$ cat src/rtl/ams_pwm_dac_if.sv
// Bus bundle between a DAC config source and one PWM DAC channel.
// The master drives the config word. The slave (DAC) drives the PWM output and the frame strobe.
interface ams_pwm_dac_if #(
  parameter int CCW = 24
);
  logic [CCW-1:0] cfg_i;
  logic           pwm_o;
  logic           frame_o;

  modport master (output cfg_i, input pwm_o, frame_o);
  modport slave  (input cfg_i, output pwm_o, frame_o);
endinterface

$ cat src/rtl/ams_pwm_dac.sv
// Dithered PWM DAC: 2**DW-cycle periods, SW-period frames; pwm_o lags period start by 1 cycle.
// No backpressure; cfg_i is shadowed once per frame so mid-frame changes never glitch the output.
module ams_pwm_dac #(
  parameter int DW  = 8,
  parameter int SW  = 16,
  parameter int CCW = DW + SW
) (
  input  logic             clk_i,
  input  logic             rstn_i,
  ams_pwm_dac_if.slave     bus
);
  localparam int SEQW = (SW > 1) ? $clog2(SW) : 1;

  logic [DW-1:0]   cnt_q;
  logic [SEQW-1:0] seq_q;
  logic [CCW-1:0]  cfg_q;
  logic [DW:0]     duty_q;
  logic            pwm_q;
  logic            frame_q;

  logic            wrap;
  logic            frame_end;
  logic [SEQW-1:0] seq_nxt;
  logic [CCW-1:0]  cfg_src;
  logic [SW-1:0]   dither;
  logic [DW:0]     duty_d;
  logic            pwm_d;

  always_comb begin
    wrap      = (cnt_q == {DW{1'b1}});
    frame_end = wrap && (seq_q == SEQW'(SW - 1));
    seq_nxt   = seq_q + SEQW'(1);
    // The word latched at frame end must already govern period 0 of the new frame.
    cfg_src   = frame_end ? bus.cfg_i : cfg_q;
    dither    = cfg_src[SW-1:0];
    // Carry kept so duty 2**DW yields a fully-high period.
    duty_d    = {1'b0, cfg_src[CCW-1:SW]} + {{DW{1'b0}}, dither[seq_nxt]};
    pwm_d     = ({1'b0, cnt_q} < duty_q);
  end

  always_ff @(posedge clk_i or negedge rstn_i) begin
    if (!rstn_i) begin
      cnt_q   <= '0;
      seq_q   <= '0;
      cfg_q   <= '0;
      duty_q  <= '0;
      pwm_q   <= 1'b0;
      frame_q <= 1'b0;
    end else begin
      cnt_q   <= cnt_q + DW'(1);
      pwm_q   <= pwm_d;
      frame_q <= frame_end;
      if (wrap) begin
        seq_q  <= seq_nxt;
        duty_q <= duty_d;
      end
      if (frame_end) begin
        cfg_q <= bus.cfg_i;
      end
    end
  end

  assign bus.pwm_o   = pwm_q;
  assign bus.frame_o = frame_q;
endmodule

$ cat src/flat_wrapper.sv
// flat-port wrapper written by rule: the top's interface ports become plain ports
module ams_pwm_dac_flat 
#(
  parameter int DW  = 8,
  parameter int SW  = 16,
  parameter int CCW = DW + SW
)
  (clk_i, rstn_i, bus_cfg_i, bus_pwm_o, bus_frame_o);
  ams_pwm_dac_if #(.CCW(CCW)) bus_i ();
  input  logic clk_i;
  input  logic rstn_i;
  input wire logic [$bits(bus_i.cfg_i)-1:0] bus_cfg_i;
  output wire logic [$bits(bus_i.pwm_o)-1:0] bus_pwm_o;
  output wire logic [$bits(bus_i.frame_o)-1:0] bus_frame_o;
  assign bus_i.cfg_i = bus_cfg_i;
  assign bus_pwm_o = bus_i.pwm_o;
  assign bus_frame_o = bus_i.frame_o;
  ams_pwm_dac #(.DW(DW), .SW(SW), .CCW(CCW)) u_core (.clk_i(clk_i), .rstn_i(rstn_i), .bus(bus_i));
endmodule
$ cat config.mk
export PLATFORM = sky130hd
export DESIGN_NAME = ams_pwm_dac_flat
export DESIGN_NICKNAME = d
export VERILOG_FILES = /design/src/rtl/ams_pwm_dac_if.sv /design/src/rtl/ams_pwm_dac.sv /design/src/flat_wrapper.sv
export SDC_FILE = /design/constraint.sdc
export NUM_CORES = 1
export LEC_CHECK = 0
export ABC_AREA = 1
export CAP_MARGIN = 20
export CELL_PAD_IN_SITES_DETAIL_PLACEMENT = 1
export CELL_PAD_IN_SITES_GLOBAL_PLACEMENT = 2
export CORE_UTILIZATION = 37
export CTS_CLUSTER_SIZE = 20
export DETAILED_ROUTE_END_ITERATION = 10
export GPL_TIMING_DRIVEN = 0
export HOLD_SLACK_MARGIN = 0.1
export PLACE_DENSITY_LB_ADDON = 0.1
export SETUP_SLACK_MARGIN = 0.5
export SLEW_MARGIN = 20
export SYNTH_ARGS = -nofsm -noshare
export SYNTH_HDL_FRONTEND = slang
export SYNTH_SLANG_ARGS = --single-unit
$ cat constraint.sdc
create_clock -name clk_i -period 3.9 [get_ports clk_i]
set_input_delay 1.17 -clock clk_i [delete_from_list [all_inputs] [get_ports clk_i]]
set_output_delay 1.17 -clock clk_i [all_outputs]
set_load 0.01 [all_outputs]
* Yosys cells after proc, flatten, opt, wreduce, memory -nomap -nowiden
Cells that the tools add are included.
** Cells by class
- Add/subtract/negate cells :: 3
- Multipliers :: 0
- Divide/modulo/power cells :: 0
- Order comparisons :: 2
- Eq/ne operators :: 2
- Shift-type cells :: 0
- Muxes and demuxes :: 3
- Bitwise logic cells :: 0
- Reduce and logical (&&, ||, !) cells :: 1
** Operators with widths (count)
- $mux W24 :: 1
- $add A8 B1 Y9 :: 1
- $lt A8 B9 Y1 :: 1
- $add A8 B1 Y8 const B :: 1
- $eq A8 B8 Y1 const B :: 1
- $lt A4 B5 Y1 const B :: 1
- $add A4 B1 Y4 const B :: 1
- $bmux W1 S4 :: 1
- $eq A4 B4 Y1 const B :: 1
- $logic_and A1 B1 Y1 :: 1
- $mux W1 :: 1
** Word-level totals
- Bits in registers :: 47
- Latch bits :: 0
- Bits in writable memories :: 0
- Bits in read-only memories :: 0
- Bits of input ports :: 26
- Output and inout port bits :: 2
- Word-level logic and storage cells :: 17
- Memories :: 0

* Depth between registers and ports, before layout
Gate-level depths: netlist of run 1.
- Depth after elaboration :: 6
- Depth in mapped cells :: 22
- Depth with buffers taken out :: 21

* Worst setup path after synthesis of run 1
Ideal clock, no wire load.
- Kind :: input to register
- Start point :: input bus_cfg_i[14]
- End point :: register u_core.duty_q[6]
- Setup time :: 118 ps
- Arrival time :: 2441 ps
- Required time :: 3782 ps
- Setup slack :: 1341 ps
- Stages :: 16
- Buffers on the path :: 0
- Path through :: inv_1 nand4_1 nand3_1 nand3_1 nand3_1 nand3_1 nand2_1 inv_1 ha_1 ha_1 inv_1 nor2_1 nand2_1 o21ai_1 nand2_1 o21ai_2
** Between the ends
- Longest elaborated chain between the ends :: 4
** RTL lines
- from (decl) :: RTL line flat_wrapper.sv:12 : input wire logic [$bits(bus_i.cfg_i)-1:0] bus_cfg_i;
- $mux W24 :: RTL line ams_pwm_dac.sv:34 : cfg_src = frame_end ? bus.cfg_i : cfg_q;
- $bmux W1 S4 :: RTL line ams_pwm_dac.sv:37 : duty_d = {1'b0, cfg_src[CCW-1:SW]} + {{DW{1'b0}}, dither[seq_nxt]};
- $mux W1 (not written as such) :: RTL line ams_pwm_dac.sv:37
- $add A8 B1 Y9 :: RTL line ams_pwm_dac.sv:37
- to (signal assigned) :: RTL line ams_pwm_dac.sv:55 : duty_q <= duty_d;
- to (decl) :: RTL line ams_pwm_dac.sv:17 : logic [DW:0] duty_q;
Every way passes these cells. The select of a mux whose other input is x is not followed.
A chain may end at the register's enable or synchronous reset.

* Final worst setup path of run 1
- Start point :: register u_core.cnt_q[1]
- End point :: register u_core.duty_q[6]
** Between the ends
- Longest elaborated chain between the ends :: 6
** RTL lines
- from (decl) :: RTL line ams_pwm_dac.sv:14 : logic [DW-1:0] cnt_q;
- from (signal assigned) :: RTL line ams_pwm_dac.sv:50 : cnt_q <= cnt_q + DW'(1);
- $eq A8 B8 Y1 * :: RTL line ams_pwm_dac.sv:30 : wrap = (cnt_q == {DW{1'b1}});
- $logic_and A1 B1 Y1 :: RTL line ams_pwm_dac.sv:31 : frame_end = wrap && (seq_q == SEQW'(SW - 1));
- $mux W24 :: RTL line ams_pwm_dac.sv:34
- $bmux W1 S4 :: RTL line ams_pwm_dac.sv:37
- $mux W1 (not written as such) :: RTL line ams_pwm_dac.sv:37
- $add A8 B1 Y9 :: RTL line ams_pwm_dac.sv:37
Mark *: on every way between the ends. The rest lies on a longest branch, timed or not. The select of a mux whose other input is x is not followed.

==> metrics.txt, run 1 <==
initial core utilization=38.50%; run status=completed; diode count=0; most common cell in the synthesized netlist=nand2_1; drt first-iter violations=59; Clock Latency Late Sink=about 0.3 ns; setup tns final=0 ns; Post-Route WL=a little under 6000 um; DRC=0; Worst-Margin Slew=around 0.63 ns; Mapped Area=between 0.002 and 0.003 mm2; CTS buffer count=5; critical-path cell list=ha_1 -> nand2_2 -> nor2_4 -> nand3_4 -> buf_6 -> buf_8 -> nand2_1 -> nand3_1 -> nand3_1 -> nand3_1 -> nand3_1 -> nand2_1 -> inv_1 -> ha_1 -> ha_1 -> inv_1 -> nor2_1 -> nand2_1 -> o21ai_1 -> nand2_1 -> o21ai_2; Pleak=0.001568 uW; synthesized flop and latch total=47; # Max-Cap Violations=0; origin of the worst min-delay path=u_core.cnt_q[0]$_DFF_PN0_; Fin. Hold Viols=0; Overall Power=about 950 uW; Mapped Cells=approximately 310; Slowest Stage Delay on Critical Path=0.39 ns; worst setup path startpoint=u_core.cnt_q[1]$_DFF_PN0_; CP Class=reg -> reg; Std-Cell Rows=30; grt ovf=0; Top Ports=28; chip width=between 80 and 90 um; Slowest-stage cell, CP=dfrtp_1; CP Data Required Time=just over 4 ns; Distinct cells, synth=32; Hold Crit Class=reg -> reg; initial antenna violation count=0; CP endpoint kind=register; wire length per cell=~13 um; CTS root buf=clkbuf_8; layout cells sized above 1=between 10% and 20%; Post-DP HPWL=4533 um; RR Startpoint=u_core.cnt_q[1]$_DFF_PN0_; Vert. Die Dim=86.31 um; RSZ-0062 raised after global routing=false; Final Skew=roughly 0.01 ns; Fillers=about 840; core area=0.006832 mm2; maximum vdd drop=between 150 and 200 uV; gr usage total=between 10% and 20%; largest net degree at the start of global routing=25; hold slack=0.4810 ns; Finish-stage setup viols=0; Post-CTS Hold Buffers=0; vias=roughly 2100; Final #Nets=between 300 and 400; htree depth=2; synth-to-layout area growth=20.60%; final core utilization=46.43%; syn nets=between 300 and 400; count of pins over their slew limit=0; vias in the first global route=2206; Yosys warning count=0; CTS tree=done; Final GP Congestion=between 0.7 and 0.8; Routed Antenna Nets=0; DRT Pass-1 Iters=4; leading area contributor after synthesis=dfrtp_1; Clock transition at path regs=approximately 0.09 ns; fmax=roughly 330 MHz; die area=0.007449 mm2; syn_area_per_cell=around 8.4 um2; Clock Path Buffers=2; synth top area cells=dfrtp_1 45%, nand2_1 10%, inv_1 7.6%; Crit Path Max Fanout=10; # Post-CTS Setup Buffers=0; Crit path arrival time=between 3 and 4 ns; area share of the largest cell type after synthesis=between 40% and 50%; CTS resizes=0; vias per std cell=between 4 and 5; list of most frequent post-synthesis cells=71 x nand2_1, 53 x inv_1, 47 x dfrtp_1; min Tclk post-route=3.056 ns; most used flip-flop cell after synthesis=dfrtp_1; Tcrit/Tclk final=78.36%; Post-synth EDFFs=0; Async SR Flop Fraction=100.0%; relative slew slack=57.68%; PwrDens=roughly 300 mW/mm2; port bufs=27; Seq/Total Area, Yosys=~45%; CP startpoint kind=register; global-route wire length before repair=around 10000 um; total clock sinks=47
-- cell type report --
class,instances,area [um2],area share [%]
sequential,47,1176,37.08
tap,96,120.1,3.787
clock buffer,5,68.82,2.170
buffer,7,71.32,2.249
multi-input combinational,204,1176,37.08
inverter,55,206.4,6.509
timing repair buffer,28,285.3,8.994
clock inverter,3,67.56,2.130
-- flip-flops by register name, summed over array words and instances, names as in the netlist --
signal	count
u_core.cfg_q	24
u_core.duty_q	9
u_core.cnt_q	8
u_core.seq_q	4
u_core.bus.frame_o	1
u_core.bus.pwm_o	1
-- where the power goes --
group	internal, uW	switching [uW]	total, uW
clock	256	169	425
sequential	487	0	487
combinational	24.3	16.8	41.2
total	767	186	953
-- logic make-up after synthesis --
logic type / Yosys count / synth area share, %
flops: 47 / 44.72
fa+ha+maj: 11 / 5.233
simple gates: 151 / 28.83
buf+inv: 62 / 10.56
xor+xnor: 9 / 2.997
compound gates: 33 / 7.660
-- routing by layer --
layer	vias to the layer above	share of wire [%]	track usage, %
met1	992	46	20.99
li1	1061	-	-
met3	7	2.6	2.857
met2	20	51	31.89
met4	0	1.2	5.455
met5	-	0	0
-- final timing paths --
kind	endpoint	slack, ns	cells after the start
worst min register to register	u_core.cnt_q[0]$_DFF_PN0_	0.48	1
min in group asynchronous	u_core.cfg_q[13]$_DFF_PN0_	0.86	1
worst max-delay path	u_core.duty_q[6]$_DFFE_PN0N_	0.84	21
worst min-delay path	u_core.cnt_q[0]$_DFF_PN0_	0.48	1
max in group asynchronous	u_core.duty_q[5]$_DFFE_PN0N_	2.51	2
worst max register to register	u_core.duty_q[6]$_DFFE_PN0N_	0.84	21
-- worst max-delay path, delay by kind of cell (launching register included) --
family | cells | cell delay, ns
buffers and inverters | 4 | 0.42
AND/OR/NAND/NOR | 12 | 1.33
flip-flops | 1 | 0.39
AO/OA/AOI/OAI | 2 | 0.21
adder cells (fa/ha/maj) | 3 | 0.63
-- stage by stage --
step / setup WS, ns / cells / area (um2)
global route: 0.5129 / 445 / 3172
CTS: 0.7965 / 445 / 3172
floorplan: 1.341 / 313 / 2630
detailed placement: 0.6110 / 437 / 3035
finish: 0.8439 / 445 / 3172
global placement: 0.2338 / 436 / 3020
-- layout by cell type, fill, tap and decap left out, types with 6 or more instances in the layout --
| master | n |
|---|---|
| nand4_1 | 8 |
| o21a_1 | 7 |
| nor2_1 | 6 |
| nand2_2 | 10 |
| dfrtp_1 | 47 |
| ha_1 | 11 |
| nand3_1 | 38 |
| o21ai_0 | 14 |
| and2_1 | 7 |
| xor2_1 | 7 |
| clkdlybuf4s50_1 | 26 |
| inv_1 | 53 |
| nand2_1 | 71 |
Note: power is estimated with default switching activity, not from simulation.
==> run 2: changes to the inputs <==
CORE_UTILIZATION = 34   (was 37)
clock period = 3 ns   (was 3.9 ns; I/O delays follow)
==> run 2 against run 1 <==
Combinational power grew 26%; clock skew shrank 0.0030 ns; clock power up 17%; highest routed layer unchanged.
==> metrics.txt, run 2 (same netlist as run 1, synthesis figures left out) <==
setup slack, reg-to-reg=0.36 ns (-0.49 ns); vias per std cell=4.752 (+1.7%); Routed Antenna Nets=0 (unchanged); diode count=0 (unchanged); worst r2r path cells=21 (unchanged); CTS tree=done; Top Ports=28 (unchanged); Vert. Die Dim=89.95 um (+4.2%); Hold Path Sink=u_core.cfg_q[21]$_DFF_PN0_; vias=2224 (+6.9%); pre-CTS setup slack=-0.08152 ns (-0.6925 ns); maximum vdd drop=169.5 uV (+12%); largest net degree at the start of global routing=48 (+92%); synth-to-layout area growth=39.82%; count of pins over their slew limit=0 (unchanged); Crit Path Max Fanout=5 (-5); Worst Hold Depth=2 (+1); grt ovf=0 (unchanged); gr usage total=17.86% (+0.38 points); Largest register FFs=24 (unchanged); total clock sinks=47 (unchanged); Crit path arrival time=2.84 ns (-0.45 ns); DRC=0 (unchanged); Final Skew=0.007009 ns (-0.002952 ns); CTS buffer count=5 (unchanged); Fillers=851 (+0.83%); CP Data Required Time=3.20 ns (-0.94 ns); initial core utilization=35.69% (-2.8 points); Clock transition at path regs=0.09 ns (about the same); FF-to-FF End=u_core.duty_q[4]$_DFFE_PN0N_; DRT Pass-1 Iters=3 (-1); min Tclk post-route=2.642 ns (-0.4139 ns); run status=completed; Post-CTS Hold Buffers=0 (unchanged); fmax=378.5 MHz (+16%); Overall Power=1184 uW (+24%); CP startpoint kind=register; Pleak=0.001738 uW (+11%); hold slack=0.5130 ns (+0.03203 ns); # Max-Cap Violations=0 (unchanged); worst setup path startpoint=u_core.cnt_q[1]$_DFF_PN0_; CP endpoint kind=register; min setup slack post-route=0.3578 ns (-0.4861 ns); Finish-stage setup viols=0 (unchanged); wire length per cell=14.84 um (+13%); Worst-Margin Slew=0.6493 ns (+0.01927 ns); global-route wire length before repair=11420 um (+13%); CP Class=reg -> reg; Final GP Congestion=0.7470 (+0.47%); Fin. Hold Viols=0 (unchanged); PwrDens=321.9 mW/mm2 (+7.1%); chip width=89.95 um (+4.2%); die area=0.008091 mm2 (+8.6%); Final #Nets=405 (+5.2%); Post-DP HPWL=4689 um (+3.4%); commonest cells after routing, fill and taps aside=51 x inv_1, 47 x nand2_1, 45 x dfrtp_1; largest registers=u_core.cfg_q (24), u_core.duty_q (9), u_core.cnt_q (8); drt first-iter violations=68 (+15%); commonest non-fill, non-tap cell in the layout=inv_1; htree depth=2 (unchanged); port bufs=27 (unchanged); Std-Cell Rows=31 (+3.3%); RSZ-0062 raised after global routing=true; vias in the first global route=2424 (+9.9%); RR Startpoint=u_core.cnt_q[1]$_DFF_PN0_; Reg with most FFs=u_core.cfg_q; core area=0.007370 mm2 (+7.9%); relative slew slack=56.39% (-1.3 points); layout cells sized above 1=33.33% (+22 points); Post-Route WL=6943 um (+19%); Tcrit/Tclk final=88.07% (+9.7 points); initial antenna violation count=0 (unchanged); origin of the worst min-delay path=u_core.cfg_q[21]$_DFF_PN0_; Clock Latency Late Sink=0.30 ns (about the same); CTS root buf=clkbuf_8; Clock Path Buffers=2 (unchanged); Hold Crit Class=reg -> reg
run 2: layout make-up:
class                           count  area [um2]  area share (%)
Sequential cell                    47        1179           32.05
Clock inverter                      2       35.03          0.9527
Buffer                              7       93.84           2.552
Inverter                           55       214.0           5.818
Multi-Input combinational cell    204        1506           40.97
Tap cell                           99       123.9           3.368
Clock buffer                        6       82.58           2.246
Timing Repair Buffer               48       442.9           12.04
run 2: stage by stage:
| step | instance area, um2 | std cells | utilization [%] | TNS, ns |
|---|---|---|---|---|
| after global routing | 3677 | 468 | 49.90 | 0 |
| final | 3677 | 468 | 49.90 | 0 |
| after global placement | 3044 | 439 | 41.31 | -20.33 |
| after detailed placement | 3042 | 439 | 41.27 | -0.1166 |
| after floorplan | 2650 | 313 | - | 0 |
| after CTS | 3407 | 460 | 46.23 | 0 |
run 2: repair_timing:
item / in CTS / in global routing
resized for setup: 47 / 43
pin swaps: 22 / 24
endpoints found under the setup margin: 9 / 8
setup buffers: 13 / 7
cloned: 0 / 1
run 2: how the worst max path moves through the flow:
stage / endpoint / slack, ns / cells after the start
2_1_floorplan: u_core.duty_q[6]$_DFFE_PN0N_ / 0.50 / 20
3_3_place_gp: u_core.cnt_q[2]$_DFF_PN0_ / -0.44 / 1
3_5_place_dp: u_core.duty_q[6]$_DFFE_PN0N_ / -0.08 / 21
4_1_cts: u_core.duty_q[6]$_DFFE_PN0N_ / 0.38 / 20
5_1_grt: u_core.duty_q[6]$_DFFE_PN0N_ / 0.24 / 21
6_report: u_core.duty_q[4]$_DFFE_PN0N_ / 0.36 / 21
run 2: worst max-delay path: stages (launching register included):
cell and delay, ns:
dfrtp_1 0.40, ha_4 0.17, nand2_4 0.06, nor2_4 0.16
nand3_4 0.12, buf_8 0.17, clkbuf_16 0.16, nand2_2 0.07
nand3_2 0.09, nand3_2 0.10, nand3_2 0.07, nand3_2 0.07
nand2_2 0.06, inv_2 0.07, ha_4 0.17, ha_4 0.16
inv_4 0.04, nor2_4 0.08, nand2_2 0.06, buf_4 0.13
nand3_1 0.06, o21ai_1 0.06
run 2: power breakdown:
group	switching (uW)	total (uW)	internal, uW
registers	0	633	633
logic	22.6	52.1	29.5
clock network	228	499	270
total	251	1180	933
run 2: layer usage:
layer / share of wire, % / up-vias / global-route usage, %
met2: 54 / 21 / 33.53
met5: 0 / - / 0
met4: 1.8 / 0 / 5.242
met3: 1.9 / 10 / 2.792
li1: - / 1100 / -
met1: 43 / 1093 / 20.85
